==> config.mk <==
export PLATFORM = sky130hd
export DESIGN_NAME = uart_rx_ctrl
export DESIGN_NICKNAME = d
export VERILOG_FILES = /design/src/rtl/uart_pkg.sv /design/src/rtl/uart_rx_sampler.sv /design/src/rtl/uart_rx_ctrl.sv
export SDC_FILE = /design/constraint.sdc
export NUM_CORES = 1
export LEC_CHECK = 0
export CAP_MARGIN = 30
export CORE_AREA = 8 8 84 86
export CTS_CLUSTER_DIAMETER = 120
export DETAILED_ROUTE_END_ITERATION = 16
export DIE_AREA = 0 0 92 94
export HOLD_SLACK_MARGIN = 0.12
export PLACE_DENSITY = 0.64
export SKIP_CTS_REPAIR_TIMING = 1
export SLEW_MARGIN = 10
export SYNTH_ARGS = -nofsm -noshare
export SYNTH_HDL_FRONTEND = slang
export SYNTH_SLANG_ARGS = --single-unit
export TNS_END_PERCENT = 10
==> constraint.sdc <==
create_clock -name CLK -period 5.6 [get_ports CLK]
set_input_delay 0.84 -clock CLK [delete_from_list [all_inputs] [get_ports CLK]]
set_output_delay 0.84 -clock CLK [all_outputs]
set_load 0.02 [all_outputs]
==> src/rtl/uart_pkg.sv <==
// uart_pkg: shared UART receiver state encoding, legal prescale ratios and parity-type constants
package uart_pkg;
    typedef enum logic [2:0] {IDLE, START, DATA, PARITY, STOP} rx_state_e;
    localparam int PRE_8  = 8;
    localparam int PRE_16 = 16;
    localparam int PRE_32 = 32;
    localparam logic PAR_EVEN = 1'b0;
    localparam logic PAR_ODD  = 1'b1;
    // Any unsupported oversampling ratio falls back to 8
    function automatic int legal_pre(input int p);
        return (p == PRE_16 || p == PRE_32) ? p : PRE_8;
    endfunction
endpackage

==> src/rtl/uart_rx_sampler.sv <==
// uart_rx_sampler: per-bit edge counter with 3-sample mid-bit capture and majority vote
//   clk, rst    : oversampling clock, async active-high reset
//   run_i       : counter runs while the receiver is not idle, held at 0 otherwise
//   rx_i        : serial line
//   pre_i       : latched oversampling ratio P
//   edge_cnt_o  : position 0..P-1 inside the current bit period
//   vote_o      : majority of the samples at H-1, H, H+1 (valid from H+2)
module uart_rx_sampler #(
    parameter int PRE_WIDTH = 6
) (
    input  logic                 clk,
    input  logic                 rst,
    input  logic                 run_i,
    input  logic                 rx_i,
    input  logic [PRE_WIDTH-1:0] pre_i,
    output logic [PRE_WIDTH-1:0] edge_cnt_o,
    output logic                 vote_o
);
    localparam logic [PRE_WIDTH-1:0] ONE = PRE_WIDTH'(1);
    logic [PRE_WIDTH-1:0] cnt_q, cnt_d, half;
    logic [2:0] smp_q, smp_d;
    always_comb begin
        half     = pre_i >> 1;
        cnt_d    = (!run_i || cnt_q == pre_i - ONE) ? '0 : cnt_q + ONE;
        smp_d[0] = (cnt_q == half - ONE) ? rx_i : smp_q[0];
        smp_d[1] = (cnt_q == half) ? rx_i : smp_q[1];
        smp_d[2] = (cnt_q == half + ONE) ? rx_i : smp_q[2];
    end
    always_ff @(posedge clk or posedge rst) begin
        if (rst) begin
            cnt_q <= '0;
            smp_q <= '0;
        end else begin
            cnt_q <= cnt_d;
            smp_q <= smp_d;
        end
    end
    assign edge_cnt_o = cnt_q;
    assign vote_o = (smp_q[0] & smp_q[1]) | (smp_q[0] & smp_q[2]) | (smp_q[1] & smp_q[2]);
endmodule

==> src/rtl/uart_rx_ctrl.sv <==
// uart_rx_ctrl: oversampled UART receiver with parity and stop-bit checking
//   CLK, RST    : oversampling clock (Prescale x baud), async active-high reset
//   RX_IN       : serial line, idle high
//   PAR_EN      : frame carries a parity bit
//   PAR_TYP     : 0 even, 1 odd parity
//   Prescale    : oversampling ratio (8/16/32, anything else means 8)
//   P_DATA      : last error-free byte, held
//   Data_Valid  : one-cycle pulse when P_DATA is updated
//   par_err     : one-cycle pulse on parity mismatch
//   stp_err     : one-cycle pulse when the stop bit is sampled low
//   Busy        : receiver not idle
module uart_rx_ctrl
    import uart_pkg::*;
#(
    parameter int DATA_WIDTH = 8,
    parameter int PRE_WIDTH  = 6
) (
    input  logic                  CLK,
    input  logic                  RST,
    input  logic                  RX_IN,
    input  logic                  PAR_EN,
    input  logic                  PAR_TYP,
    input  logic [PRE_WIDTH-1:0]  Prescale,
    output logic [DATA_WIDTH-1:0] P_DATA,
    output logic                  Data_Valid,
    output logic                  par_err,
    output logic                  stp_err,
    output logic                  Busy
);
    localparam int BW = (DATA_WIDTH > 1) ? $clog2(DATA_WIDTH) : 1;
    localparam logic [PRE_WIDTH-1:0] ONE = PRE_WIDTH'(1);
    localparam logic [PRE_WIDTH-1:0] TWO = PRE_WIDTH'(2);
    rx_state_e state_q, state_d;
    logic [PRE_WIDTH-1:0] pre_q, edge_cnt, half;
    logic [DATA_WIDTH-1:0] data_q, p_data_q, p_data_d;
    logic [BW-1:0] bit_cnt_q;
    logic par_en_q, par_typ_q, par_bad_q;
    logic dv_q, dv_d, pe_q, pe_d, se_q, se_d;
    logic vote, bit_end, stop_end, last_bit, start_det, frame_end;
    uart_rx_sampler #(.PRE_WIDTH(PRE_WIDTH)) u_sampler (
        .clk        (CLK),
        .rst        (RST),
        .run_i      (Busy),
        .rx_i       (RX_IN),
        .pre_i      (pre_q),
        .edge_cnt_o (edge_cnt),
        .vote_o     (vote)
    );
    assign half      = pre_q >> 1;
    assign bit_end   = edge_cnt == pre_q - ONE;
    // Leave the stop bit as soon as its vote is ready so the next start edge is not missed
    assign stop_end  = edge_cnt == half + TWO;
    assign last_bit  = bit_cnt_q == BW'(DATA_WIDTH - 1);
    assign start_det = state_q == IDLE && !RX_IN;
    always_ff @(posedge CLK or posedge RST) begin
        if (RST) state_q <= IDLE;
        else state_q <= state_d;
    end
    always_comb begin
        state_d = state_q;
        case (state_q)
            IDLE:    if (!RX_IN) state_d = START;
            START:   if (bit_end) state_d = vote ? IDLE : DATA;
            DATA:    if (bit_end && last_bit) state_d = par_en_q ? PARITY : STOP;
            PARITY:  if (bit_end) state_d = STOP;
            STOP:    if (stop_end) state_d = IDLE;
            default: state_d = IDLE;
        endcase
    end
    always_comb begin
        Busy      = state_q != IDLE;
        frame_end = state_q == STOP && stop_end;
        dv_d      = frame_end && vote && !par_bad_q;
        pe_d      = frame_end && par_bad_q;
        se_d      = frame_end && !vote;
        p_data_d  = dv_d ? data_q : p_data_q;
    end
    always_ff @(posedge CLK or posedge RST) begin
        if (RST) begin
            pre_q     <= PRE_WIDTH'(PRE_8);
            par_en_q  <= 1'b0;
            par_typ_q <= PAR_EVEN;
            par_bad_q <= 1'b0;
            bit_cnt_q <= '0;
            data_q    <= '0;
            p_data_q  <= '0;
            dv_q      <= 1'b0;
            pe_q      <= 1'b0;
            se_q      <= 1'b0;
        end else begin
            dv_q     <= dv_d;
            pe_q     <= pe_d;
            se_q     <= se_d;
            p_data_q <= p_data_d;
            if (start_det) begin
                pre_q     <= PRE_WIDTH'(legal_pre(int'(Prescale)));
                par_en_q  <= PAR_EN;
                par_typ_q <= PAR_TYP;
                par_bad_q <= 1'b0;
                bit_cnt_q <= '0;
            end
            if (state_q == DATA && bit_end) begin
                data_q[bit_cnt_q] <= vote;
                bit_cnt_q <= bit_cnt_q + 1'b1;
            end
            if (state_q == PARITY && bit_end)
                par_bad_q <= vote != (^data_q ^ (par_typ_q == PAR_ODD));
        end
    end
    assign P_DATA     = p_data_q;
    assign Data_Valid = dv_q;
    assign par_err    = pe_q;
    assign stp_err    = se_q;
endmodule

==> key figures <==
Run status
  • Outcome: complete, no violations

Final layout
  • Fin cells: 344
  • Nets@finish: between 200 and 300
  • P&R area growth vs syn: 14.3%
  • Core Util, Final: 0.500
  • Fill cells: 549
  • Share of cells above drive strength 1: 0.126
  • Commonest non-fill, non-tap cell in the layout: dfrtp_1
  • Fin area: about 2900 um2
  • Commonest cells after routing, fill and taps aside: dfrtp_1 (42), nor2_1 (22), clkdlybuf4s50_1 (22)
  • Inserted Diodes: 0

Min path
  • Class of the worst hold path: flip-flop to flip-flop

Worst setup path
  • Crit path buf inv count: 0
  • Setup crit end kind: flip-flop
  • Arr. time, crit path: 3540 ps
  • Critical path class: flip-flop to flip-flop
  • Critical Path, Cell by Cell: ha_1 -> nor2b_1 -> or4_4 -> and3_1 -> or4_1 -> nor4_4 -> mux2_2
  • Max stage delay on crit path: 650 ps
  • Crit path max-delay family: simple AND/OR/NAND/NOR gates
  • Critical Path Slowest Stage Cell: or4_1
  • Crit-path max FO: 10
  • CP required: 5780 ps
  • CP Launch Type: flip-flop

Placed design
  • IO buf count: 22
  • Number of instances in the placed design: between 300 and 400
  • GPL Wtd Cong: 0.826
  • HPWL after DPL: 3500 um
  • Worst slack at placement: 2220 ps
  • Post-DP Area: 2790 um2

Floorplanning
  • Die Y-Extent: about 94 um
  • Die X: approximately 92 um
  • IO Pins: 23
  • Starting Density: 0.437
  • Die Area: approximately 8600 um2
  • Row count: 28
  • Core area: 5750 um2

Pwr
  • Sequential power share: 0.410
  • P_sw: between 0.4 and 0.5 mW
  • PD cells: 419 nW/um2
  • Max rail drop VDD: 0.272 mV
  • Internal power: 0.708 mW
  • Power, Total: 1.20 mW
  • Comb pwr share: 0.431
  • Leakage power: 1.28 nW
  • Clk pwr share: 0.160
  • Sw frac: 0.412

Yosys
  • Syn_area_per_cell: 10.0 um2
  • Synth warn: 0
  • Register bit total from synthesis: 43
  • Sequential-to-total area share from yosys stat: 0.429
  • Area share of the largest cell type after synthesis: 0.419
  • Synth Cell Area: 2510 um2
  • Synth cell types: 42
  • Async SR Flop Fraction: 1.00
  • Synth area leaders: dfrtp_1 (42%), mux2_2 (8.5%), xnor2_1 (5.9%), xor2_1 (5.2%), ha_1 (5.0%)
  • Syn Nets: 271
  • Dominant synthesized flop cell: dfrtp_1
  • EDFF count, synth: 0
  • Top cell type by total area after synthesis: dfrtp_1
  • Cells after synthesis: between 200 and 300

CTS
  • Skew-Pair Late Insertion Delay: 290 ps
  • TritonCTS clock tree: built
  • Clock transition at the registers of the reported paths: 80 ps
  • H-tree lvl count: 2
  • CTS Buffer Depth: 2
  • Inserted Clock Buffers: 5
  • Num Clock Sinks: 43
  • CTS Root Cell: clkbuf_8

Route
  • Wirelength per Cell: 13.5 um
  • WL met3: roughly 130 um
  • Top sig layer: met4
  • Total wire length: 4640 um
  • Met2 wire len: 2090 um
  • Routed via count: 1783
  • Iter 0 DRT Violations: 119
  • DRT met1 WL: 2340 um
  • Antenna Nets Post-Route: 0
  • Vias/cell: a little over 5
  • Pre-Repair DR Iteration Count: 4
  • DRC viols: 0

Timing
  • WHS: 511 ps
  • Achievable Freq: 298 MHz
  • RSZ-0062 raised after global routing: no
  • Final hold viol count: 0
  • # setup viols final: 0
  • Worst slew pin tran: 584 ps
  • Max_slew headroom: 0.607
  • Fin Setup TNS: 0 ps
  • Min Tclk post-route: about 3400 ps
  • Final WS setup: between 2000 and 2500 ps
  • Clock Skews: about 3.5 ps
  • Slew Limit Fails: 0
  • Final period utilization: 0.599

Flow run
  • Max Cap Violations: 0

GRT
  • Pin count of the biggest net entering global routing: 44
  • Vias in the first global route: 1791
  • First-pass GRT wire length: 8570 um
  • Total track usage: 0.121
  • Gr ovfl total: 0
  • Initial antenna violation count: 0
==> Yosys cell counts, types with 3 or more instances <==
cell / number
mux2_2: 19
a21oi_1: 6
nand2b_1: 4
mux2i_1: 4
clkbuf_1: 9
nand3_1: 9
xor2_1: 15
nand2_1: 19
ha_1: 10
inv_1: 12
nor2_1: 22
nand4_1: 5
nor4_1: 3
dfrtp_1: 42
nor3_1: 6
o21ai_0: 6
nand4b_1: 3
buf_2: 3
nor2b_1: 9
xnor2_1: 17
==> kinds of logic after synthesis <==
group	after synthesis	synth area share
AO/OA/AOI/OAI	25	0.0663
flip-flops	43	0.429
multiplexers	23	0.101
adder cells (fa/ha/maj)	11	0.0538
buffers and inverters	25	0.0418
XOR/XNOR	33	0.118
AND/OR/NAND/NOR	90	0.190
==> registers in the layout (all words and copies together) (netlist names) <==
name / count
Data_Valid: 1
P_DATA: 8
bit_cnt_q: 3
data_q: 8
par_bad_q: 1
par_en_q: 1
par_err: 1
par_typ_q: 1
pre_q: 6
state_q: 3
stp_err: 1
u_sampler.edge_cnt_o: 6
u_sampler.smp_q: 3
==> path summary, 6_finish.rpt <==
check                                           to  slack [ps]  cells past startpoint       from
setup reg to reg                         P_DATA[3]        2250                      7   pre_q[3]
hold / removal                           P_DATA[4]         510                      1  P_DATA[4]
min in group asynchronous  u_sampler.edge_cnt_o[5]         970                      3        RST
setup / recovery                         P_DATA[3]        2250                      7   pre_q[3]
hold reg to reg                          P_DATA[4]         510                      1  P_DATA[4]
max in group asynchronous                 pre_q[1]        4260                      3        RST
==> area by class of cell <==
type | instances | area (um2) | area share
Timing Repair Buffer | 24 | 235 | 0.0819
Clock inverter | 2 | 12.5 | 0.00436
Sequential cell | 43 | 1080 | 0.375
Multi-Input combinational cell | 182 | 1340 | 0.465
Clock buffer | 6 | 72.6 | 0.0253
Inverter | 12 | 45.0 | 0.0157
Tap cell | 75 | 93.8 | 0.0327
==> power by group through the flow <==
stage / sequential (mW) / clock, mW / combinational, mW
after floorplan: 0.440 / 0 / 0.468
after global placement: 0.495 / 0 / 0.512
after detailed placement: 0.499 / 0 / 0.518
after CTS: 0.493 / 0.199 / 0.523
after global routing: 0.510 / 0.211 / 0.587
final: 0.493 / 0.192 / 0.518
==> routing by layer <==
metal | global-route usage | vias up
met4 | 0.0483 | 0
met1 | 0.161 | 855
met3 | 0.0248 | 5
met5 | 0 | -
met2 | 0.187 | 24
li1 | - | 899
==> worst reg2reg max path, delay by kind of cell (launching register included) <==
family,cells,cell delay [ps]
adders and majority gates,1,220
muxes,1,400
DFF,1,640
and+or+nand+nor,5,1990
Note: power is estimated with default switching activity, not from simulation.
